**config.mk**
```make
export PLATFORM = sky130hd
export DESIGN_NAME = ysyx_24090018_wbu
export DESIGN_NICKNAME = d
export VERILOG_FILES = /design/src/rtl/ysyx_24090018_wbu.sv
export SDC_FILE = /design/constraint.sdc
export NUM_CORES = 1
export LEC_CHECK = 0
export CORE_MARGIN = 2
export CORE_UTILIZATION = 35
export CTS_BUF_LIST = sky130_fd_sc_hd__clkbuf_2 sky130_fd_sc_hd__clkbuf_4 sky130_fd_sc_hd__clkbuf_8
export DETAILED_ROUTE_END_ITERATION = 12
export DONT_BUFFER_PORTS = 1
export PLACE_DENSITY = 0.55
export SLEW_MARGIN = 20
export SYNTH_ARGS = -nofsm -noshare
export SYNTH_HDL_FRONTEND = slang
export SYNTH_SLANG_ARGS = --single-unit
export TNS_END_PERCENT = 100
```
**constraint.sdc**
```tcl
create_clock -name clk -period 5.35 [get_ports clk]
set_clock_uncertainty 0.05 [all_clocks]
set_input_delay 0.8025 -clock clk [delete_from_list [all_inputs] [get_ports clk]]
set_output_delay 0.8025 -clock clk [all_outputs]
set_load 0.1 [all_outputs]
```
**src/rtl/ysyx_24090018_wbu.sv**
```systemverilog
`default_nettype none
// ============================================================================
// Module      : ysyx_24090018_wbu
// Description : Writeback unit. Arbitrates ALU/LSU results onto the register
//               file write port and tracks pending destinations for decode.
// Revision    : 1.0 - initial release
// ============================================================================
module ysyx_24090018_wbu #(
    parameter int ADDR_WIDTH = 5,
    parameter int DATA_WIDTH = 32,
    parameter int REG_NUM    = 16
) (
    input  logic                  clk,
    input  logic                  rst,
    input  logic                  issue_valid,
    input  logic                  issue_wen,
    input  logic [ADDR_WIDTH-1:0] issue_rd,
    input  logic [ADDR_WIDTH-1:0] issue_rs1,
    input  logic [ADDR_WIDTH-1:0] issue_rs2,
    output logic                  hazard,
    input  logic                  alu_valid,
    input  logic                  alu_wen,
    input  logic [ADDR_WIDTH-1:0] alu_rd,
    input  logic [DATA_WIDTH-1:0] alu_data,
    output logic                  alu_ready,
    input  logic                  lsu_valid,
    input  logic                  lsu_wen,
    input  logic [ADDR_WIDTH-1:0] lsu_rd,
    input  logic [DATA_WIDTH-1:0] lsu_data,
    output logic                  lsu_ready,
    output logic                  rf_wen,
    output logic [ADDR_WIDTH-1:0] rf_waddr,
    output logic [DATA_WIDTH-1:0] rf_wdata,
    output logic [63:0]           retire_cnt,
    output logic                  wb_err
);

    localparam int c_IDX_W = $clog2(REG_NUM);

    logic [REG_NUM-1:0]    r_pending;
    logic [REG_NUM-1:0]    w_pending_nxt;
    logic                  r_rf_wen;
    logic [ADDR_WIDTH-1:0] r_rf_waddr;
    logic [DATA_WIDTH-1:0] r_rf_wdata;
    logic [63:0]           r_retire_cnt;
    logic                  r_wb_err;

    logic [c_IDX_W-1:0]    w_rs1_idx;
    logic [c_IDX_W-1:0]    w_rs2_idx;
    logic [c_IDX_W-1:0]    w_rd_idx;
    logic [c_IDX_W-1:0]    w_fire_idx;
    logic [c_IDX_W-1:0]    w_clr_idx;
    logic                  w_hazard;
    logic                  w_issue_acc;
    logic                  w_lsu_fire;
    logic                  w_alu_fire;
    logic                  w_fire;
    logic                  w_fire_wen;
    logic [ADDR_WIDTH-1:0] w_fire_rd;
    logic [DATA_WIDTH-1:0] w_fire_data;
    logic                  w_fire_nz;
    logic                  w_err_evt;
    logic                  w_unused;

    // Only the low address bits select a scoreboard entry (RV32E).
    assign w_rs1_idx  = issue_rs1[c_IDX_W-1:0];
    assign w_rs2_idx  = issue_rs2[c_IDX_W-1:0];
    assign w_rd_idx   = issue_rd[c_IDX_W-1:0];
    assign w_clr_idx  = r_rf_waddr[c_IDX_W-1:0];
    assign w_unused   = &{1'b0, issue_rs1[ADDR_WIDTH-1:c_IDX_W], issue_rs2[ADDR_WIDTH-1:c_IDX_W]};

    assign w_hazard    = issue_valid & (r_pending[w_rs1_idx] | r_pending[w_rs2_idx]
                                        | (issue_wen & r_pending[w_rd_idx]));
    assign w_issue_acc = issue_valid & ~w_hazard;

    // LSU has fixed priority; ALU is back-pressured whenever LSU presents.
    assign lsu_ready   = 1'b1;
    assign alu_ready   = ~lsu_valid;
    assign w_lsu_fire  = lsu_valid;
    assign w_alu_fire  = alu_valid & ~lsu_valid;
    assign w_fire      = w_lsu_fire | w_alu_fire;
    assign w_fire_wen  = w_lsu_fire ? lsu_wen  : alu_wen;
    assign w_fire_rd   = w_lsu_fire ? lsu_rd   : alu_rd;
    assign w_fire_data = w_lsu_fire ? lsu_data : alu_data;
    assign w_fire_idx  = w_fire_rd[c_IDX_W-1:0];
    assign w_fire_nz   = (w_fire_rd != '0);
    assign w_err_evt   = w_fire & w_fire_wen & w_fire_nz & ~r_pending[w_fire_idx];

    // Clear applied before set so a same-edge set of the same bit wins.
    always_comb begin
        w_pending_nxt = r_pending;
        if (r_rf_wen) begin
            w_pending_nxt[w_clr_idx] = 1'b0;
        end
        if (w_issue_acc && issue_wen && (issue_rd != '0)) begin
            w_pending_nxt[w_rd_idx] = 1'b1;
        end
        w_pending_nxt[0] = 1'b0;
    end

    always_ff @(posedge clk or posedge rst) begin
        if (rst) begin
            r_pending    <= '0;
            r_rf_wen     <= 1'b0;
            r_rf_waddr   <= '0;
            r_rf_wdata   <= '0;
            r_retire_cnt <= '0;
            r_wb_err     <= 1'b0;
        end else begin
            r_pending <= w_pending_nxt;
            if (w_fire) begin
                r_rf_wen     <= w_fire_wen & w_fire_nz;
                r_rf_waddr   <= w_fire_rd;
                r_rf_wdata   <= w_fire_data;
                r_retire_cnt <= r_retire_cnt + 64'd1;
            end else begin
                r_rf_wen     <= 1'b0;
            end
            if (w_err_evt) begin
                r_wb_err <= 1'b1;
            end
        end
    end

    assign hazard     = w_hazard;
    assign rf_wen     = r_rf_wen;
    assign rf_waddr   = r_rf_waddr;
    assign rf_wdata   = r_rf_wdata;
    assign retire_cnt = r_retire_cnt;
    assign wb_err     = r_wb_err;

endmodule
`default_nettype wire

```
==> flow_summary.yaml, run 1 <==
place:
  port-buffer-count: 0
  dp_slack_ps: 1960
  gp_congestion: 0.857
  hpwl_um: 11200
floorplan:
  rows: 48
  die-area_um2: 18600
  top_level_ports: 203
  start_util: 0.356
  die_x_um: 136
  core_um2: 17200
  die_h_um: 136
layout:
  nNetsFinal: 675
  layout_common_cells: "dfrtp_1 (118), nand2_1 (66), o21ai_0 (50)"
  final_common_cell: "dfrtp_1"
  multiInputGateArea_um2: 3010
  fillers: 1688
  n_antenna_cell: 0
  regArea_um2: 2950
  syn_to_final_growth_pct: 9.22
  drive_gt1_frac: 0.116
logic_synthesis:
  synth_top_area_cell: "dfrtp_1"
  netlist_area_um2: 6130
  ys_top_cells_by_area: "dfrtp_1 (48%), mux2i_1 (6.7%), xnor2_1 (5.0%)"
  syn_nets: 678
  synthFlopType: "dfrtp_1"
  synth_edf_count: 0
  yosysWarnings: 0
  ys_types: 60
  ys_ff_latch: 118
  ys_async_sr_fraction: 1.00
  syn_area_per_cell_um2: 10.6
  syn-instance-count: 580
  ys_seq_area_frac: 0.482
  yosysTopAreaCellShare: 0.482
routing:
  drtIter0Drc: 298
  dr.pass1.iters: 6
  drc_errors: 0
  post_drt_wl_per_cell_um: 18.9
  vias: 4491
  vias_per_cell: 5.52
  antenna_left: 0
  totalWireLength_um: 15400
power_and_ir_drop:
  ir_worst_vdd_mv: 0.154
  powerDensity_nw_per_um2: 414
  p_leak_uw: 0.00290
global_routing:
  track_usage: 0.168
  overflow: 0
  antenna_found_initial: 0
  grt_pass1_wl_um: 23800
  grt_max_degree: 79
  grt_pass1_vias: 4472
status:
  outcome: "complete, no violations"
setup_path:
  path_cells: "mux4_2 > mux2_2 > nand2_1 > o311ai_2 > buf_4 > o31a_2"
  crit_arrival_ps: 2660
  crit_path_top_delay_cell: "o31a_2"
  crit_buf_inv: 1
  startpoint_type: "flip-flop"
  critPathCaptureType: "output port"
  cp_top_family: "multiplexers"
  max_stage_delay_ps: 580
  critPathMaxFanout: 16
  crit_required_ps: 4500
  critPathKind: "flip-flop to output port"
clock_network:
  ctsHoldBuffers: 0
  numCtsBuffers: 17
  cts-root-buf: "clkbuf_8"
  cts_buffer_depth: 2
  cts.htree.levels: 4
  ctsResizeCount: 0
  cts_tree: "yes"
  insertion_delay_ps: 430
  cts.sinks: 118
  path_clk_slew_ps: 70
  cts_setup_buffers: 0
sta:
  max_clock_freq_mhz: 284
  relSlewSlack: 0.277
  slew_viol_final: 0
  setup_viol_count_final: 0
  setup_ws_ps: 1830
  fin_tns_setup_ps: 0
  rsz0062_at_grt: "false"
  period_minus_slack_ps: 3520
  finalHoldViolCount: 0
  worst_pin_slew_ps: 1080
  period_share: 0.657
run:
  maxCapViolations: 0
min_path:
  hp-class: "primary input to asynchronous set/reset pin"
## path summary, 6_finish.rpt
check                               from             end  slack [ps]  cells past startpoint
setup reg to reg           retire_cnt[1]  retire_cnt[48]        2040                      6
hold / removal                       rst  retire_cnt[56]         360                      1
setup / recovery           r_pending[13]          hazard        1830                      6
max in group asynchronous            rst    r_pending[3]        3680                      2
hold reg to reg             r_pending[2]    r_pending[2]         510                      2
min in group clk               lsu_valid    rf_wdata[29]         420                      1
## where the power goes
group	switching, uW	total [uW]	internal (uW)
combinational	203	399	196
clock	356	797	441
sequential	593	1580	987
## per-layer routing
layer	vias to the layer above	track usage	part of all wire
li1	2084	-	-
met1	2181	0.196	0.41
met2	204	0.278	0.49
met3	22	0.0664	0.085
met4	0	0.0619	0.016
met5	-	0	0
## state kept, by name, summed over array words and instances (netlist names)
name        count
retire_cnt     64
rf_waddr        5
wb_err          1
r_pending      15
rf_wen          1
rf_wdata       32
## synthesized netlist by cell type, types with 5 or more instances
master / n
dfrtp_1: 118
nand2_1: 66
o21ai_0: 50
mux2i_1: 41
xnor2_1: 35
nor2_1: 28
xor2_1: 28
nand3_1: 27
nand4_1: 17
nor3_1: 12
or4_1: 12
clkbuf_1: 11
o31ai_1: 11
inv_1: 10
mux4_2: 8
and4_1: 7
buf_2: 7
mux2_2: 7
and3_1: 6
o31ai_2: 6
or3_1: 6
and2_1: 5
nand2b_1: 5
## layout make-up
cell class / instances / area share
Clock buffer: 21 / 0.0413
Multi-Input combinational cell: 426 / 0.450
Tap cell: 225 / 0.0420
Timing Repair Buffer: 4 / 0.00448
Clock inverter: 9 / 0.0155
Sequential cell: 118 / 0.441
Inverter: 10 / 0.00598
## per-stage QoR
step                std cells  hold WS [ps]  cell area, um^2  power (uW)   util
finish                    813           358             6700        2780  0.389
global route              813           383             6700        2890  0.389
CTS                       813           379             6700        2800  0.389
detailed placement        783           505             6320        1990  0.367
global placement          783           497             6320        1970  0.367
floorplan                 580           446             6130        1860      -
## kinds of logic (layout without fill, tap and decap cells)
family,count (synthesis),in the layout,synth area share
xor+xnor,63,63,0.0900
mux,57,57,0.113
compound gates,88,88,0.0965
other cells,1,1,0.000612
simple gates,216,216,0.189
buf+inv,36,44,0.0271
flops,118,118,0.482
fa+ha+maj,1,1,0.00204
(Power assumes the default switching activity.)
==> run 2, diff against run 1 <==
Clock period 5.35 ns to 3.33 ns, I/O delays scaled along.
==> flow_summary.yaml, run 2 (synthesized netlist as in run 1, its figures left out) <==
setup_path:
  critPathCapture: "hazard"
  critPathLaunch: "r_pending[15]"
  startpoint_type: "flip-flop"
  crit_arrival_ps: 2440
  critPathKind: "flip-flop to output port"
  critPathCaptureType: "output port"
  rr_endpoint: "retire_cnt[62]"
  critPathMaxFanout: 5
  reg2reg_slack_ps: 880
  r2r_start: "retire_cnt[2]"
  r2r_cells: 5
  crit_required_ps: 2780
layout:
  layout_common_cells: "dfrtp_1 (118), buf_4 (70), nand2_1 (66)"
  n_antenna_cell: 0
  final_common_cell: "dfrtp_1"
  nNetsFinal: 745
  stdcell_count: 885
  syn_to_final_growth_pct: 19.3
  largest_reg_flops: 64
  drive_gt1_frac: 0.211
  postLayoutCoreUtil: 0.424
routing:
  drtIter0Drc: 343
  dr.pass1.iters: 5
  antenna_left: 0
  drc_errors: 0
  totalWireLength_um: 16000
  vias_per_cell: 5.42
  post_drt_wl_per_cell_um: 18.1
  vias: 4795
min_path:
  hp-class: "primary input to flip-flop"
run:
  maxCapViolations: 0
floorplan:
  rows: 48
  core_um2: 17200
  start_util: 0.356
  die_h_um: 136
  die-area_um2: 18600
  top_level_ports: 203
  die_x_um: 136
clock_network:
  cts_tree: "yes"
  ctsResizeCount: 0
  numCtsBuffers: 17
  cts.htree.levels: 4
  cts.sinks: 118
  path_clk_slew_ps: 80
  cts-root-buf: "clkbuf_8"
  cts_buffer_depth: 2
  insertion_delay_ps: 430
global_routing:
  grt_pass1_vias: 4948
  grt_pass1_wl_um: 25300
  antenna_found_initial: 0
  overflow: 0
  track_usage: 0.175
  grt_max_degree: 79
sta:
  max_clock_freq_mhz: 334
  slew_viol_final: 0
  fin_tns_setup_ps: 0
  setup_viol_count_final: 0
  worst_pin_slew_ps: 1050
  period_share: 0.898
  rsz0062_at_grt: "false"
  period_minus_slack_ps: 2990
  finalHoldViolCount: 0
  relSlewSlack: 0.301
power_and_ir_drop:
  p_leak_uw: 0.00330
  fin_total_pwr_uw: 4670
  powerDensity_nw_per_um2: 638
  ir_worst_vdd_mv: 0.267
status:
  outcome: "complete, no violations"
place:
  port-buffer-count: 0
  hpwl_um: 11800
  place_inst: 851
  gp_congestion: 0.837
-- run 2: changes by cell type in the layout (fill, tap and decap cells not counted), sizes merged --
cell	change
clkinvlp	+2
dlygate4sd3	+1
bufinv	+1
inv	+2
buf	+69
clkbuf	-2
clkinv	-1
-- run 2: critical path, cell delays in order (launching register included) --
cell and delay [ps]:
dfrtp_1 460, mux4_2 490, mux2_2 280, nand2_1 80, o311ai_2 140, o31a_2 390
buf_12 170
-- run 2: per-stage QoR --
step | setup slack (ps) | hold WS [ps] | cell area (um^2)
2_1_floorplan | 498 | 446 | 6140
3_3_place_gp | 741 | 447 | 6850
3_5_place_dp | 731 | 459 | 6850
4_1_cts | 298 | 81.4 | 7290
5_1_grt | 201 | 86.1 | 7320
6_report | 340 | 122 | 7320
-- run 2: area by class of cell --
cell class              count  area (um^2)
fillers                  1659         9920
multi-input cells         426         3010
flip-flops and latches    118         2950
repair buffers             74          596
well taps                 225          282
clock buffers              19          262
clock inverters            13          170
inverters                  10         41.3
-- run 2: what timing repair did --
action / CTS / global route
setup buffers: 0 / 0
hold buffers: 0 / 1
endpoints found under the hold margin: 0 / 15
-- run 2: per-layer routing --
| metal | routed length (um) | share of wire | up-vias | track usage |
|---|---|---|---|---|
| met5 | 0 | 0 | - | 0 |
| met4 | 187 | 0.012 | 0 | 0.0637 |
| met3 | 1180 | 0.074 | 19 | 0.0556 |
| met2 | 7920 | 0.50 | 192 | 0.288 |
| met1 | 6680 | 0.42 | 2362 | 0.216 |
| li1 | - | - | 2222 | - |
-- run 2: worst min-delay path by stage --
| stage | startpoint | end | slack, ps | cells past startpoint |
|---|---|---|---|---|
| final | lsu_valid | rf_wdata[17] | 120 | 1 |
| after global routing | lsu_valid | rf_wdata[3] | 90 | 1 |
| after CTS | lsu_valid | rf_wdata[3] | 80 | 1 |
| after detailed placement | retire_cnt[34] | retire_cnt[34] | 460 | 1 |
| after global placement | retire_cnt[34] | retire_cnt[34] | 450 | 1 |
| after floorplan | r_pending[2] | r_pending[2] | 450 | 2 |
-- run 2: power breakdown --
part,leakage (uW),internal [uW],switching [uW]
sequential,0.00153,1590,591
combinational,0.00156,382,691
clock,0.000209,789,622
total,0.00330,2760,1900
